--- config.mk ---
export PLATFORM = sky130hd
export DESIGN_NAME = sdc_cmd_sequencer
export DESIGN_NICKNAME = d
export VERILOG_FILES = /design/src/rtl/sdc_seq_pkg.sv /design/src/rtl/sdc_reg_port.sv /design/src/rtl/sdc_cmd_sequencer.sv
export SDC_FILE = /design/constraint.sdc
export NUM_CORES = 1
export LEC_CHECK = 0
export BUFFER_PORTS_ARGS = -buffer_cell sky130_fd_sc_hd__buf_4
export CELL_PAD_IN_SITES_DETAIL_PLACEMENT = 2
export CELL_PAD_IN_SITES_GLOBAL_PLACEMENT = 2
export CORE_ASPECT_RATIO = 0.9
export CORE_UTILIZATION = 36
export CTS_CLUSTER_DIAMETER = 100
export CTS_CLUSTER_SIZE = 40
export DETAILED_ROUTE_END_ITERATION = 8
export PLACE_DENSITY_LB_ADDON = 0.1
export SYNTH_ARGS = -nofsm -noshare
export SYNTH_HDL_FRONTEND = slang
export SYNTH_SLANG_ARGS = --single-unit
--- constraint.sdc ---
create_clock -name i_clk -period 4.3 [get_ports i_clk]
set_clock_uncertainty 0.05 [all_clocks]
set_input_delay 0.215 -clock i_clk [delete_from_list [all_inputs] [get_ports i_clk]]
set_output_delay 0.215 -clock i_clk [all_outputs]
set_load 0.1 [all_outputs]
--- src/rtl/sdc_seq_pkg.sv ---
// sdc_seq_pkg: shared types and register map for the SD command sequencer
package sdc_seq_pkg;
    typedef enum logic [2:0] {
        S_IDLE,
        S_WR_ARG,
        S_WR_CMD,
        S_POLL,
        S_CLR,
        S_RD_RSP,
        S_DONE
    } state_t;

    localparam logic [6:0] ARG_BASE_DEF = 7'h00;
    localparam logic [6:0] CMD_BASE_DEF = 7'h04;
    localparam logic [6:0] STS_ADDR_DEF = 7'h38;
    localparam logic [6:0] RSP_BASE_DEF = 7'h44;
    localparam int         TIMEOUT_DEF  = 1024;

    localparam int         STS_CMPL = 0;
    localparam int         STS_ERR  = 1;
    localparam logic [7:0] STS_MASK = 8'h03;

    function automatic logic is_xfer(state_t s);
        return s inside {S_WR_ARG, S_WR_CMD, S_POLL, S_CLR, S_RD_RSP};
    endfunction
endpackage

--- src/rtl/sdc_reg_port.sv ---
// sdc_reg_port: two-cycle byte read/write engine driving the sdc_controller register port
module sdc_reg_port (
    input  logic       i_clk,
    input  logic       i_rst,
    input  logic       i_start,
    input  logic       i_rnw,
    input  logic [6:0] i_addr,
    input  logic [7:0] i_wdata,
    output logic       o_done,
    output logic       o_idle,
    output logic [7:0] o_rdata,
    output logic [6:0] o_bus_addr,
    output logic [7:0] o_bus_wdata,
    output logic       o_bus_we,
    input  logic [7:0] i_bus_rdata
);
    logic       r_a;
    logic       r_b;
    logic       r_rnw;
    logic       r_we;
    logic [6:0] r_addr;
    logic [7:0] r_wdata;

    // r_a marks cycle A, r_b cycle B; a new start may land on the edge that ends B
    always_ff @(posedge i_clk or posedge i_rst) begin
        if (i_rst) begin
            r_a     <= 1'b0;
            r_b     <= 1'b0;
            r_rnw   <= 1'b0;
            r_we    <= 1'b0;
            r_addr  <= '0;
            r_wdata <= '0;
        end else begin
            r_a  <= i_start;
            r_b  <= r_a;
            r_we <= r_a && !r_rnw;
            if (i_start) begin
                r_addr  <= i_addr;
                r_wdata <= i_wdata;
                r_rnw   <= i_rnw;
            end
        end
    end

    assign o_done      = r_b;
    assign o_idle      = !r_a && !r_b;
    assign o_rdata     = i_bus_rdata;
    assign o_bus_addr  = r_addr;
    assign o_bus_wdata = r_wdata;
    assign o_bus_we    = r_we;
endmodule

--- src/rtl/sdc_cmd_sequencer.sv ---
// sdc_cmd_sequencer: writes one SD command into sdc_controller, polls status,
// clears it and returns the 32-bit response
module sdc_cmd_sequencer
    import sdc_seq_pkg::*;
#(
    parameter logic [6:0] ARG_BASE = ARG_BASE_DEF,
    parameter logic [6:0] CMD_BASE = CMD_BASE_DEF,
    parameter logic [6:0] STS_ADDR = STS_ADDR_DEF,
    parameter logic [6:0] RSP_BASE = RSP_BASE_DEF,
    parameter int         TIMEOUT  = TIMEOUT_DEF
) (
    input  logic        i_clk,
    input  logic        i_rst,
    input  logic        i_req_valid,
    output logic        o_req_ready,
    input  logic [15:0] i_req_cmd,
    input  logic [31:0] i_req_arg,
    output logic [6:0]  o_addr,
    output logic [7:0]  o_wdata,
    input  logic [7:0]  i_rdata,
    output logic        o_we,
    output logic        o_rsp_valid,
    input  logic        i_rsp_ready,
    output logic [31:0] o_rsp_data,
    output logic        o_rsp_err,
    output logic        o_busy
);
    localparam int PW = $clog2(TIMEOUT + 1);

    state_t        r_state, w_state_nxt;
    logic [1:0]    r_idx, w_idx_nxt;
    logic [PW-1:0] r_polls, w_polls_nxt;
    logic [15:0]   r_cmd, w_cmd_nxt;
    logic [31:0]   r_arg, w_arg_nxt;
    logic [31:0]   r_rsp_data, w_rsp_data_nxt;
    logic          r_err, w_err_nxt;
    logic          r_req_ready;
    logic          r_rsp_valid;
    logic          r_busy;
    logic          w_done;
    logic          w_idle;
    logic          w_start;
    logic          w_rnw;
    logic [6:0]    w_addr;
    logic [7:0]    w_wdata;
    logic [7:0]    w_rdata;

    sdc_reg_port u_port (
        .i_clk       (i_clk),
        .i_rst       (i_rst),
        .i_start     (w_start),
        .i_rnw       (w_rnw),
        .i_addr      (w_addr),
        .i_wdata     (w_wdata),
        .o_done      (w_done),
        .o_idle      (w_idle),
        .o_rdata     (w_rdata),
        .o_bus_addr  (o_addr),
        .o_bus_wdata (o_wdata),
        .o_bus_we    (o_we),
        .i_bus_rdata (i_rdata)
    );

    always_ff @(posedge i_clk or posedge i_rst) begin
        if (i_rst) begin
            r_state     <= S_IDLE;
            r_idx       <= '0;
            r_polls     <= '0;
            r_cmd       <= '0;
            r_arg       <= '0;
            r_rsp_data  <= '0;
            r_err       <= 1'b0;
            r_req_ready <= 1'b0;
            r_rsp_valid <= 1'b0;
            r_busy      <= 1'b0;
        end else begin
            r_state     <= w_state_nxt;
            r_idx       <= w_idx_nxt;
            r_polls     <= w_polls_nxt;
            r_cmd       <= w_cmd_nxt;
            r_arg       <= w_arg_nxt;
            r_rsp_data  <= w_rsp_data_nxt;
            r_err       <= w_err_nxt;
            r_req_ready <= w_state_nxt == S_IDLE;
            r_rsp_valid <= w_state_nxt == S_DONE;
            r_busy      <= w_state_nxt != S_IDLE;
        end
    end

    always_comb begin
        w_state_nxt    = r_state;
        w_idx_nxt      = r_idx;
        w_polls_nxt    = r_polls;
        w_cmd_nxt      = r_cmd;
        w_arg_nxt      = r_arg;
        w_rsp_data_nxt = r_rsp_data;
        w_err_nxt      = r_err;
        case (r_state)
            S_IDLE: if (i_req_valid && r_req_ready) begin
                w_cmd_nxt      = i_req_cmd;
                w_arg_nxt      = i_req_arg;
                w_idx_nxt      = '0;
                w_rsp_data_nxt = '0;
                w_err_nxt      = 1'b0;
                w_state_nxt    = S_WR_ARG;
            end
            S_WR_ARG: if (w_done) begin
                w_idx_nxt   = r_idx + 2'd1;
                w_state_nxt = r_idx == 2'd3 ? S_WR_CMD : S_WR_ARG;
            end
            S_WR_CMD: if (w_done) begin
                w_idx_nxt   = r_idx == 2'd1 ? 2'd0 : r_idx + 2'd1;
                w_polls_nxt = '0;
                w_state_nxt = r_idx == 2'd1 ? S_POLL : S_WR_CMD;
            end
            S_POLL: if (w_done) begin
                w_polls_nxt = r_polls + 1'b1;
                if (w_rdata[STS_ERR]) begin
                    w_err_nxt   = 1'b1;
                    w_state_nxt = S_CLR;
                end else if (w_rdata[STS_CMPL]) begin
                    w_state_nxt = S_CLR;
                end else if (w_polls_nxt == PW'(TIMEOUT)) begin
                    w_err_nxt   = 1'b1;
                    w_state_nxt = S_DONE;
                end
            end
            S_CLR: if (w_done) w_state_nxt = r_err ? S_DONE : S_RD_RSP;
            S_RD_RSP: if (w_done) begin
                w_rsp_data_nxt[8*r_idx +: 8] = w_rdata;
                w_idx_nxt   = r_idx + 2'd1;
                w_state_nxt = r_idx == 2'd3 ? S_DONE : S_RD_RSP;
            end
            S_DONE: if (i_rsp_ready) w_state_nxt = S_IDLE;
            default: w_state_nxt = S_IDLE;
        endcase
        // next access is launched on the edge that ends the current one, so bytes run back to back
        w_start = is_xfer(r_state) && is_xfer(w_state_nxt) && (w_done || w_idle);
        w_rnw   = w_state_nxt inside {S_POLL, S_RD_RSP};
        w_addr  = w_state_nxt == S_WR_ARG ? ARG_BASE + 7'(w_idx_nxt) :
                  w_state_nxt == S_WR_CMD ? CMD_BASE + 7'(w_idx_nxt) :
                  w_state_nxt == S_RD_RSP ? RSP_BASE + 7'(w_idx_nxt) : STS_ADDR;
        w_wdata = w_state_nxt == S_WR_ARG ? r_arg[8*w_idx_nxt +: 8] :
                  w_state_nxt == S_WR_CMD ? r_cmd[8*w_idx_nxt[0] +: 8] :
                  w_state_nxt == S_CLR    ? w_rdata & STS_MASK : 8'h00;
    end

    assign o_req_ready = r_req_ready;
    assign o_rsp_valid = r_rsp_valid;
    assign o_rsp_data  = r_rsp_data;
    assign o_rsp_err   = r_err;
    assign o_busy      = r_busy;
endmodule

==> qor.yml, run 1 <==
power_and_ir_drop:
  power_frac_clock_pct: 23.1
  peakVddDrop_uv: 422
  p_int_uw: 3440
  powerDensity_mw_per_mm2: 821
  pwr-share-seq_pct: 29.8
  sw_frac_of_total_pct: 45.8
  switchingPower_uw: 2900
  combinationalPowerShare_pct: 47.1
  p_leak_uw: 0.00344
drt:
  antenna_left: 0
  post-route-drc-count: 0
  avgViaCountPerCell: 5.37
  drtIter0Drc: 196
  wirelength_mm: 19.8
  routedWlPerCell_um: 22.9
  drt_pass1_iterations: 4
  vias: 4630
setup_path:
  r2r_setup_slack_ps: 870
  r2r-end: "u_port.o_bus_wdata[6]"
  arrival_ps: 3700
  start_kind: "register"
  critPathKind: "register to register"
  end_kind: "register"
  cp.required_ps: 4570
  crit_fanout: 21
  reg2reg_depth: 8
  worstReg2RegStart: "r_state[0]"
yosys:
  syn_avg_cell_area_um2: 11.4
  synth_common_cells: "117 x dfrtp_1, 73 x nand2_1, 50 x mux2_2"
  synthCells: 492
  yosysMostFrequentCell: "dfrtp_1"
  yosys_warnings: 0
  syn_area_mm2: 0.00561
  synth-seq-cells: 117
  synth.net_count: 559
  synth_top_area_cell: "dfrtp_1"
  seq_area_frac_synth_pct: 52.2
  synth_cell_types: 66
  yosys.area.top_type_share_pct: 52.2
  synth_async_sr_flop_share_pct: 100
  synth_top_flop_cell: "dfrtp_1"
  synthTopCellsByArea: "dfrtp_1 52%, mux2_2 10%, nand2_1 4.9%"
  synth-edff-count: 0
timing:
  finalSetupViolCount: 0
  period_needed_ps: 3430
  tns_ps: 0
  rsz0062_at_grt: "no"
  fin_crit_sh_pct: 79.8
  slew_headroom_pct: 28.3
  worst_pin_slew_ps: 1070
  hold_violations: 0
  timing.fmax_mhz: 291
  slew_violations: 0
  holdWs_ps: 64.1
placed_design:
  portBuffers: 111
  hpwlAfterDp_mm: 11.3
  finalWeightedCongestion: 0.795
clock_network:
  insertion_delay_ps: 430
  path_clk_slew_ps: 60
  cts_root_buf: "clkbuf_16"
  cts_num_sinks: 117
  cts_buffer_depth: 2
  tritoncts: "yes"
  cts_made_buffers: 17
  cts_setup_buffers: 0
  hold_buffers: 55
  htreeDepth: 4
  cts.repair.resized: 0
layout:
  multi_input_area_mm2: 0.00247
  drive_gt1_share_pct: 33.7
  num-fill-cells: 1447
  regArea_mm2: 0.00293
  antennaDiodeCount: 0
  fin_util_pct: 51.5
  fin_nets: 719
  syn_to_final_growth_pct: 37.4
floorplanning:
  die_h_um: 120
  core_area_mm2: 0.0150
  rows: 42
  die_x_um: 134
  ioPinCount: 112
  initial_core_util_pct: 37.5
  dieArea_mm2: 0.0161
hold_path:
  hold_end: "o_rsp_data[16]"
  worst_hold_path.num_cells: 3
  min_path_type: "input pin to register"
  worstHoldStart: "i_rdata[0]"
grt:
  first_global_vias: 5365
  grt.total_usage_pct: 26.5
  grt_pass1_wl_mm: 31.6
  grt_max_degree: 58
  antenna_found_initial: 0
  grt_overflow_total: 0
status:
  status: "complete, no violations"
run:
  drv_cap: 0
==> layout by cell type, fill, tap and decap left out, types with 3 or more instances in the layout <==
master and n:
nor3_1 13, dlygate4sd3_1 55, nand4_1 4, or3_1 4
mux2i_1 17, nor2_1 11, nand3_1 13, clkbuf_8 3
o22a_1 6, o31a_1 4, nand2_1 73, o21ai_0 36
a21oi_1 9, a22o_1 19, a211oi_1 3, nor2b_1 3
o21ai_1 4, mux2_2 50, dfrtp_1 117, inv_6 3
mux4_2 6, clkbuf_16 17, ha_1 7, buf_4 117
o31ai_1 3, inv_1 8
==> per-stage QoR <==
stage	setup WS, ps	total power (µW)	instance area, µm²	cells
after floorplan	934	3800	5610	492
after global placement	1030	4580	6570	776
after detailed placement	929	4680	6570	776
after CTS	925	6230	7720	863
after global routing	666	6600	7720	863
final	867	6340	7720	863
==> logic make-up (layout without fill, tap and decap cells) <==
group,count (synthesis),count (layout),synth area share (%)
xor+xnor,1,1,0.156
buf+inv,41,214,4.08
flops,117,117,52.2
mux,75,75,15.8
simple gates,142,142,12.4
compound gates,109,109,13.8
fa+ha+maj,7,7,1.56
==> sequential cells by signal, summed over array words and instances (netlist names), 2 cells and up <==
name / count
r_cmd: 16
u_port.o_bus_addr: 5
r_idx: 2
o_rsp_data: 32
r_arg: 32
r_polls: 11
r_state: 3
u_port.o_bus_wdata: 8
==> power by group through the flow <==
| stage | Combinational [µW] | Sequential, µW | Clock [µW] |
|---|---|---|---|
| floorplan | 1380 | 2420 | 0 |
| global placement | 2760 | 1820 | 0 |
| detailed placement | 2840 | 1840 | 0 |
| CTS | 2910 | 1840 | 1480 |
| global route | 3140 | 1930 | 1530 |
| finish | 2980 | 1890 | 1460 |
==> how the worst max path moves through the flow <==
stage	startpoint	endpoint	slack, ps	cells past startpoint
3_5_place_dp	r_polls[0]	u_port.o_bus_addr[2]	930	8
2_1_floorplan	i_rst	o_busy	930	1
4_1_cts	r_state[0]	u_port.o_bus_wdata[6]	920	8
3_3_place_gp	r_polls[0]	u_port.o_bus_addr[2]	1030	8
5_1_grt	r_polls[0]	u_port.o_bus_addr[2]	670	8
6_report	r_state[0]	u_port.o_bus_wdata[6]	870	8
==> critical path, cell delays in order, from the launching register on <==
cell	delay, ps
dfrtp_1	770
nor2b_1	350
o21a_1	290
mux2i_4	560
buf_4	350
mux4_2	530
nand2_1	100
nand3_1	100
o22a_1	210
==> per-layer routing <==
| metal | part of all wire [%] | wire length, µm | track usage, % | vias up |
|---|---|---|---|---|
| met4 | 1.6 | 324 | 9.66 | 0 |
| li1 | - | - | - | 2108 |
| met1 | 43 | 8550 | 32.6 | 2395 |
| met3 | 3.4 | 674 | 5.07 | 23 |
| met2 | 52 | 10200 | 46.3 | 104 |
| met5 | 0 | 0 | 0 | - |
==> cell type report <==
type / count / share of cell area [%]
flip-flops and latches: 117 / 37.9
multi-input cells: 334 / 32.1
repair buffers: 172 / 18.5
clock buffers: 22 / 6.15
well taps: 198 / 3.21
clock inverters: 10 / 1.56
inverters: 10 / 0.551
No activity file was read; power rests on OpenSTA's default activity.
==> run 2: changes to the inputs <==
Settings changed: ABC_AREA from default to 1, CORE_UTILIZATION 36 to 32.
Clock period 4.3 ns to 3.6 ns, I/O delays scaled along.
==> run 2 against run 1 <==
- via count is 16% higher
- total power rose by 24%
- critical path depth up 4
- highest routed layer unchanged
- flip-flop and latch count unchanged
- combinational power grew 29%
- maximum frequency grew 22%
- routed wire length is 1.6% higher
- synthesized area is 2.4% higher
- largest power group unchanged
- count of clock-buffer cells in the layout fell by 1
- final cell count increased by 28%
==> qor.yml, run 2 <==
setup_path:
  critPathKind: "register to register"
  cp_num_cells: 12
  end_kind: "register"
  r2r_setup_slack_ps: 780
  crit_family: "compound AO/OA/AOI/OAI gates"
  reg2reg_depth: 12
  crit_path_start: "r_idx[0]"
  worstReg2RegStart: "r_idx[0]"
  cp.required_ps: 3840
  r2r-end: "u_port.o_bus_wdata[7]"
  start_kind: "register"
  cp_cell_sequence: "inv_1 > ha_1 > inv_1 > nor2_1 > o21ai_1 > o31ai_1 > a21oi_2 > inv_2 > o21ai_0 > o21ai_0 > nand2_1 > a21oi_1"
  arrival_ps: 3060
  critical_path.endpoint: "u_port.o_bus_wdata[7]"
  crit_buf_inv: 3
  critical-path-slowest-cell: "dfrtp_1"
  crit_fanout: 16
  critPathMaxStageDelay_ps: 670
yosys:
  seq_area_frac_synth_pct: 50.9
  synth_cell_types: 42
  yosys.area.top_type_share_pct: 50.9
  syn_area_mm2: 0.00575
  synth-seq-cells: 117
  yosysMostFrequentCell: "nand2_1"
  syn_avg_cell_area_um2: 8.34
  synthCells: 689
  synth_common_cells: "257 x nand2_1, 117 x dfrtp_1, 49 x inv_1"
  synth.net_count: 756
  synth_top_flop_cell: "dfrtp_1"
  synth_async_sr_flop_share_pct: 100
  yosys_warnings: 0
  synth_top_area_cell: "dfrtp_1"
  synthTopCellsByArea: "dfrtp_1 51%, nand2_1 17%, o21ai_0 3.8%"
  synth-edff-count: 0
timing:
  finalSetupViolCount: 0
  worst_pin_slew_ps: 1090
  setup_slack_ps: 784
  period_needed_ps: 2820
  holdWs_ps: 53.2
  hold_violations: 0
  fin_crit_sh_pct: 78.2
  slew_violations: 0
  tns_ps: 0
  rsz0062_at_grt: "no"
  timing.fmax_mhz: 355
  slew_headroom_pct: 26.9
status:
  status: "complete, no violations"
placed_design:
  pre_cts_slack_ps: 839
  hpwlAfterDp_mm: 13.4
  portBuffers: 111
  finalWeightedCongestion: 0.824
  dp.cells: 1018
floorplanning:
  core_area_mm2: 0.0176
  die_h_um: 129
  initial_core_util_pct: 32.6
  dieArea_mm2: 0.0185
  rows: 46
  ioPinCount: 112
  die_x_um: 143
layout:
  stdcell_count: 1104
  antennaDiodeCount: 0
  drive_gt1_share_pct: 24.2
  final_common_cell: "nand2_1"
  fin_nets: 918
  syn_to_final_growth_pct: 38.6
  final_cell_mix: "257 x nand2_1, 117 x dfrtp_1, 113 x buf_4"
grt:
  grt_max_degree: 65
  gr-usage-met2_pct: 44.1
  antenna_found_initial: 0
  grt_overflow_total: 0
  busiest_layer: "met2"
  use_met1_pct: 25.0
  grt_pass1_wl_mm: 31.7
  use_met3_pct: 4.10
  first_global_vias: 6026
  grt.total_usage_pct: 22.7
hold_path:
  worstHoldStart: "i_rdata[0]"
  min_path_type: "input pin to register"
run:
  drv_cap: 0
clock_network:
  cts_num_sinks: 117
  cts_buffer_depth: 2
  cts_setup_buffers: 0
  tritoncts: "yes"
  cts.repair.resized: 0
  insertion_delay_ps: 420
  htreeDepth: 4
  cts_root_buf: "clkbuf_16"
  path_clk_slew_ps: 60
  cts_made_buffers: 17
drt:
  routedWlPerCell_um: 18.2
  post-route-drc-count: 0
  vias: 5371
  wirelength_mm: 20.1
  antenna_left: 0
  drtIter0Drc: 179
  avgViaCountPerCell: 4.87
  drt_pass1_iterations: 4
power_and_ir_drop:
  peakVddDrop_uv: 417
  p_leak_uw: 0.00386
  powerDensity_mw_per_mm2: 989
## run 2: repair_timing
| action | in CTS | in global routing |
|---|---|---|
| hold buffers | 53 | 1 |
| endpoints found under the setup margin | 0 | 0 |
| hold endpoints to repair | 116 | 1 |
## run 2: worst min-delay path by stage
stage                     to  slack [ps]  depth (start not counted)
2_1_floorplan      r_arg[18]         250                          2
3_3_place_gp        r_arg[0]         330                          3
3_5_place_dp       r_arg[31]         340                          3
4_1_cts        o_rsp_data[5]           4                          3
5_1_grt        o_rsp_data[1]          40                          3
6_report       o_rsp_data[0]          50                          3
## run 2: tightest hold or removal path, stage by stage
cell and delay (ps):
buf_4 160, nand2_1 80, a21oi_1 60
## run 2: metal layers
layer,up-vias,share of wire (%)
met5,-,0
met4,0,1.7
met3,25,2.1
met2,75,56
met1,2727,41
li1,2544,-
## run 2: report_power, final
| part | internal (µW) | switching [µW] | total, µW |
|---|---|---|---|
| logic | 960 | 2880 | 3840 |
| registers | 1780 | 384 | 2160 |
| clock network | 1230 | 638 | 1870 |
## run 2: cells by family (layout without fill, tap and decap cells)
logic type	Yosys count	in the layout	share of synthesized area [%]
adders and majority gates	7	7	1.52
DFF	117	117	50.9
and+or+nand+nor	362	362	28.0
AOI/OAI and AO/OA	115	115	12.7
buffers and inverters	88	263	6.77
## run 2: stage by stage
| stage | util, % | total power (µW) | instance area [µm²] |
|---|---|---|---|
| 5_1_grt | 45.2 | 8330 | 7960 |
| 4_1_cts | 45.2 | 7930 | 7950 |
| 2_1_floorplan | - | 5030 | 5750 |
| 3_3_place_gp | 38.5 | 5800 | 6770 |
| 6_report | 45.2 | 7880 | 7960 |
| 3_5_place_dp | 38.5 | 5940 | 6770 |
## run 2: layout make-up
type                    instances  area (µm²)
well taps                     240         300
repair buffers                168        1410
clock inverters                11         170
inverters                      63         241
multi-input cells             484        2430
clock buffers                  21         480
fillers                      1990        9650
flip-flops and latches        117        2930
==> run 3: changes to the inputs <==
Settings changed: ABC_AREA 1 to 0, CORE_UTILIZATION 32 to 36.
Clock period 3.6 ns to 2.9 ns, I/O delays scaled along.
==> run 3 against run 2 <==
- maximum frequency fell by 1.0%
- global-route usage rose by 6.7 points
- total power rose by 22%
- register-to-register slack worse by 730 ps
- die area down 13%
- largest power group unchanged
==> qor.yml, run 3 (synthesis gave the netlist of run 1 again) <==
layout:
  final_cell_mix: "134 x buf_4, 116 x dfrtp_1, 73 x nand2_1"
  num-fill-cells: 1422
  fin_util_pct: 53.4
  syn_to_final_growth_pct: 42.6
  multi_input_area_mm2: 0.00253
  fin_nets: 742
  antennaDiodeCount: 0
  regArea_mm2: 0.00293
  final_area_mm2: 0.00800
  drive_gt1_share_pct: 37.1
  final_common_cell: "buf_4"
setup_path:
  crit_family: "compound AO/OA/AOI/OAI gates"
  cp_num_cells: 9
  cp_cell_sequence: "ha_4 > and4_4 > mux2_1 > o221ai_2 > o2111ai_2 > a211o_1 > buf_4 > o31a_1 > a211oi_2"
  crit_fanout: 6
  end_kind: "register"
  cp.required_ps: 3190
  critical-path-slowest-cell: "a211o_1"
  critPathKind: "register to register"
  start_kind: "register"
  crit_buf_inv: 1
  critPathMaxStageDelay_ps: 410
  reg2reg_depth: 9
  arrival_ps: 3140
timing:
  timing.fmax_mhz: 351
  tns_ps: 0
  worst_pin_slew_ps: 1020
  fin_crit_sh_pct: 98.1
  slew_violations: 0
  hold_violations: 0
  finalSetupViolCount: 0
  slew_headroom_pct: 31.6
  period_needed_ps: 2850
clock_network:
  tritoncts: "yes"
  insertion_delay_ps: 440
  path_clk_slew_ps: 60
  htreeDepth: 4
  cts_root_buf: "clkbuf_16"
  cts_made_buffers: 17
  cts_buffer_depth: 2
  cts_num_sinks: 117
placed_design:
  placed_area_mm2: 0.00674
  portBuffers: 111
  finalWeightedCongestion: 0.808
  hpwlAfterDp_mm: 12.4
power_and_ir_drop:
  powerDensity_mw_per_mm2: 1200
  peakVddDrop_uv: 658
  p_leak_uw: 0.00359
  power_uw: 9570
floorplanning:
  rows: 42
  dieArea_mm2: 0.0161
  core_area_mm2: 0.0150
  ioPinCount: 112
  die_h_um: 120
  initial_core_util_pct: 37.5
  die_x_um: 134
grt:
  first_global_vias: 5617
  grt_max_degree: 55
  grt_overflow_total: 0
  grt.total_usage_pct: 29.4
  antenna_found_initial: 0
  grt_pass1_wl_mm: 34.5
hold_path:
  min_path_type: "input pin to register"
  worst_hold_path.num_cells: 4
drt:
  drt_pass1_iterations: 4
  antenna_left: 0
  routedWlPerCell_um: 25.7
  drtIter0Drc: 259
  post-route-drc-count: 0
  vias: 4926
  avgViaCountPerCell: 5.56
  wirelength_mm: 22.8
status:
  status: "complete, no violations"
run:
  drv_cap: 0
## run 3: metal layers
layer / part of all wire [%] / up-vias / GRT usage (%)
met3: 3.7 / 48 / 6.75
met5: 0 / - / 0
met2: 54 / 156 / 52.4
met1: 39 / 2573 / 33.2
li1: - / 2149 / -
met4: 3.2 / 0 / 14.0
## run 3: power breakdown
part	total, µW	internal, µW	switching [µW]
clock	2210	1290	924
sequential	2760	2210	555
combinational	4590	1590	3000
total	9570	5090	4480
## run 3: worst paths after layout
check                      slack [ps]               endpoint         from
setup / recovery                   50  u_port.o_bus_wdata[0]   r_polls[0]
hold / removal                    260             r_state[1]  i_rsp_ready
setup reg to reg                   50  u_port.o_bus_wdata[0]   r_polls[0]
hold reg to reg                   380          u_port.o_done   u_port.r_a
max in group asynchronous        1680              r_arg[15]        i_rst
min in group asynchronous         390          o_rsp_data[2]        i_rst
## run 3: what timing repair did
action	CTS	global route
resized for setup	1	11
setup buffers	0	4
hold buffers	57	0
hold endpoints to repair	107	0
setup endpoints to repair	1	11
pin swaps	0	3
## run 3: layout make-up
cell class | count | share of cell area, %
Inverter | 10 | 0.547
Clock buffer | 17 | 5.31
Tap cell | 198 | 3.10
Multi-Input combinational cell | 334 | 31.6
Timing Repair Buffer | 195 | 20.7
Sequential cell | 117 | 36.6
Clock inverter | 15 | 2.14
## run 3: through the flow
step / worst slack, ps / hold slack, ps / cells
global placement: 208 / 289 / 793
detailed placement: 62.4 / 288 / 793
CTS: 57.5 / 223 / 882
finish: 54.6 / 265 / 886
global route: -56.9 / 281 / 886
floorplan: 183 / 228 / 492
## run 3: worst min-delay path: stages
cell     delay (ps)
buf_4           120
nand2_1          60
and3_1          180
a311o_2         190
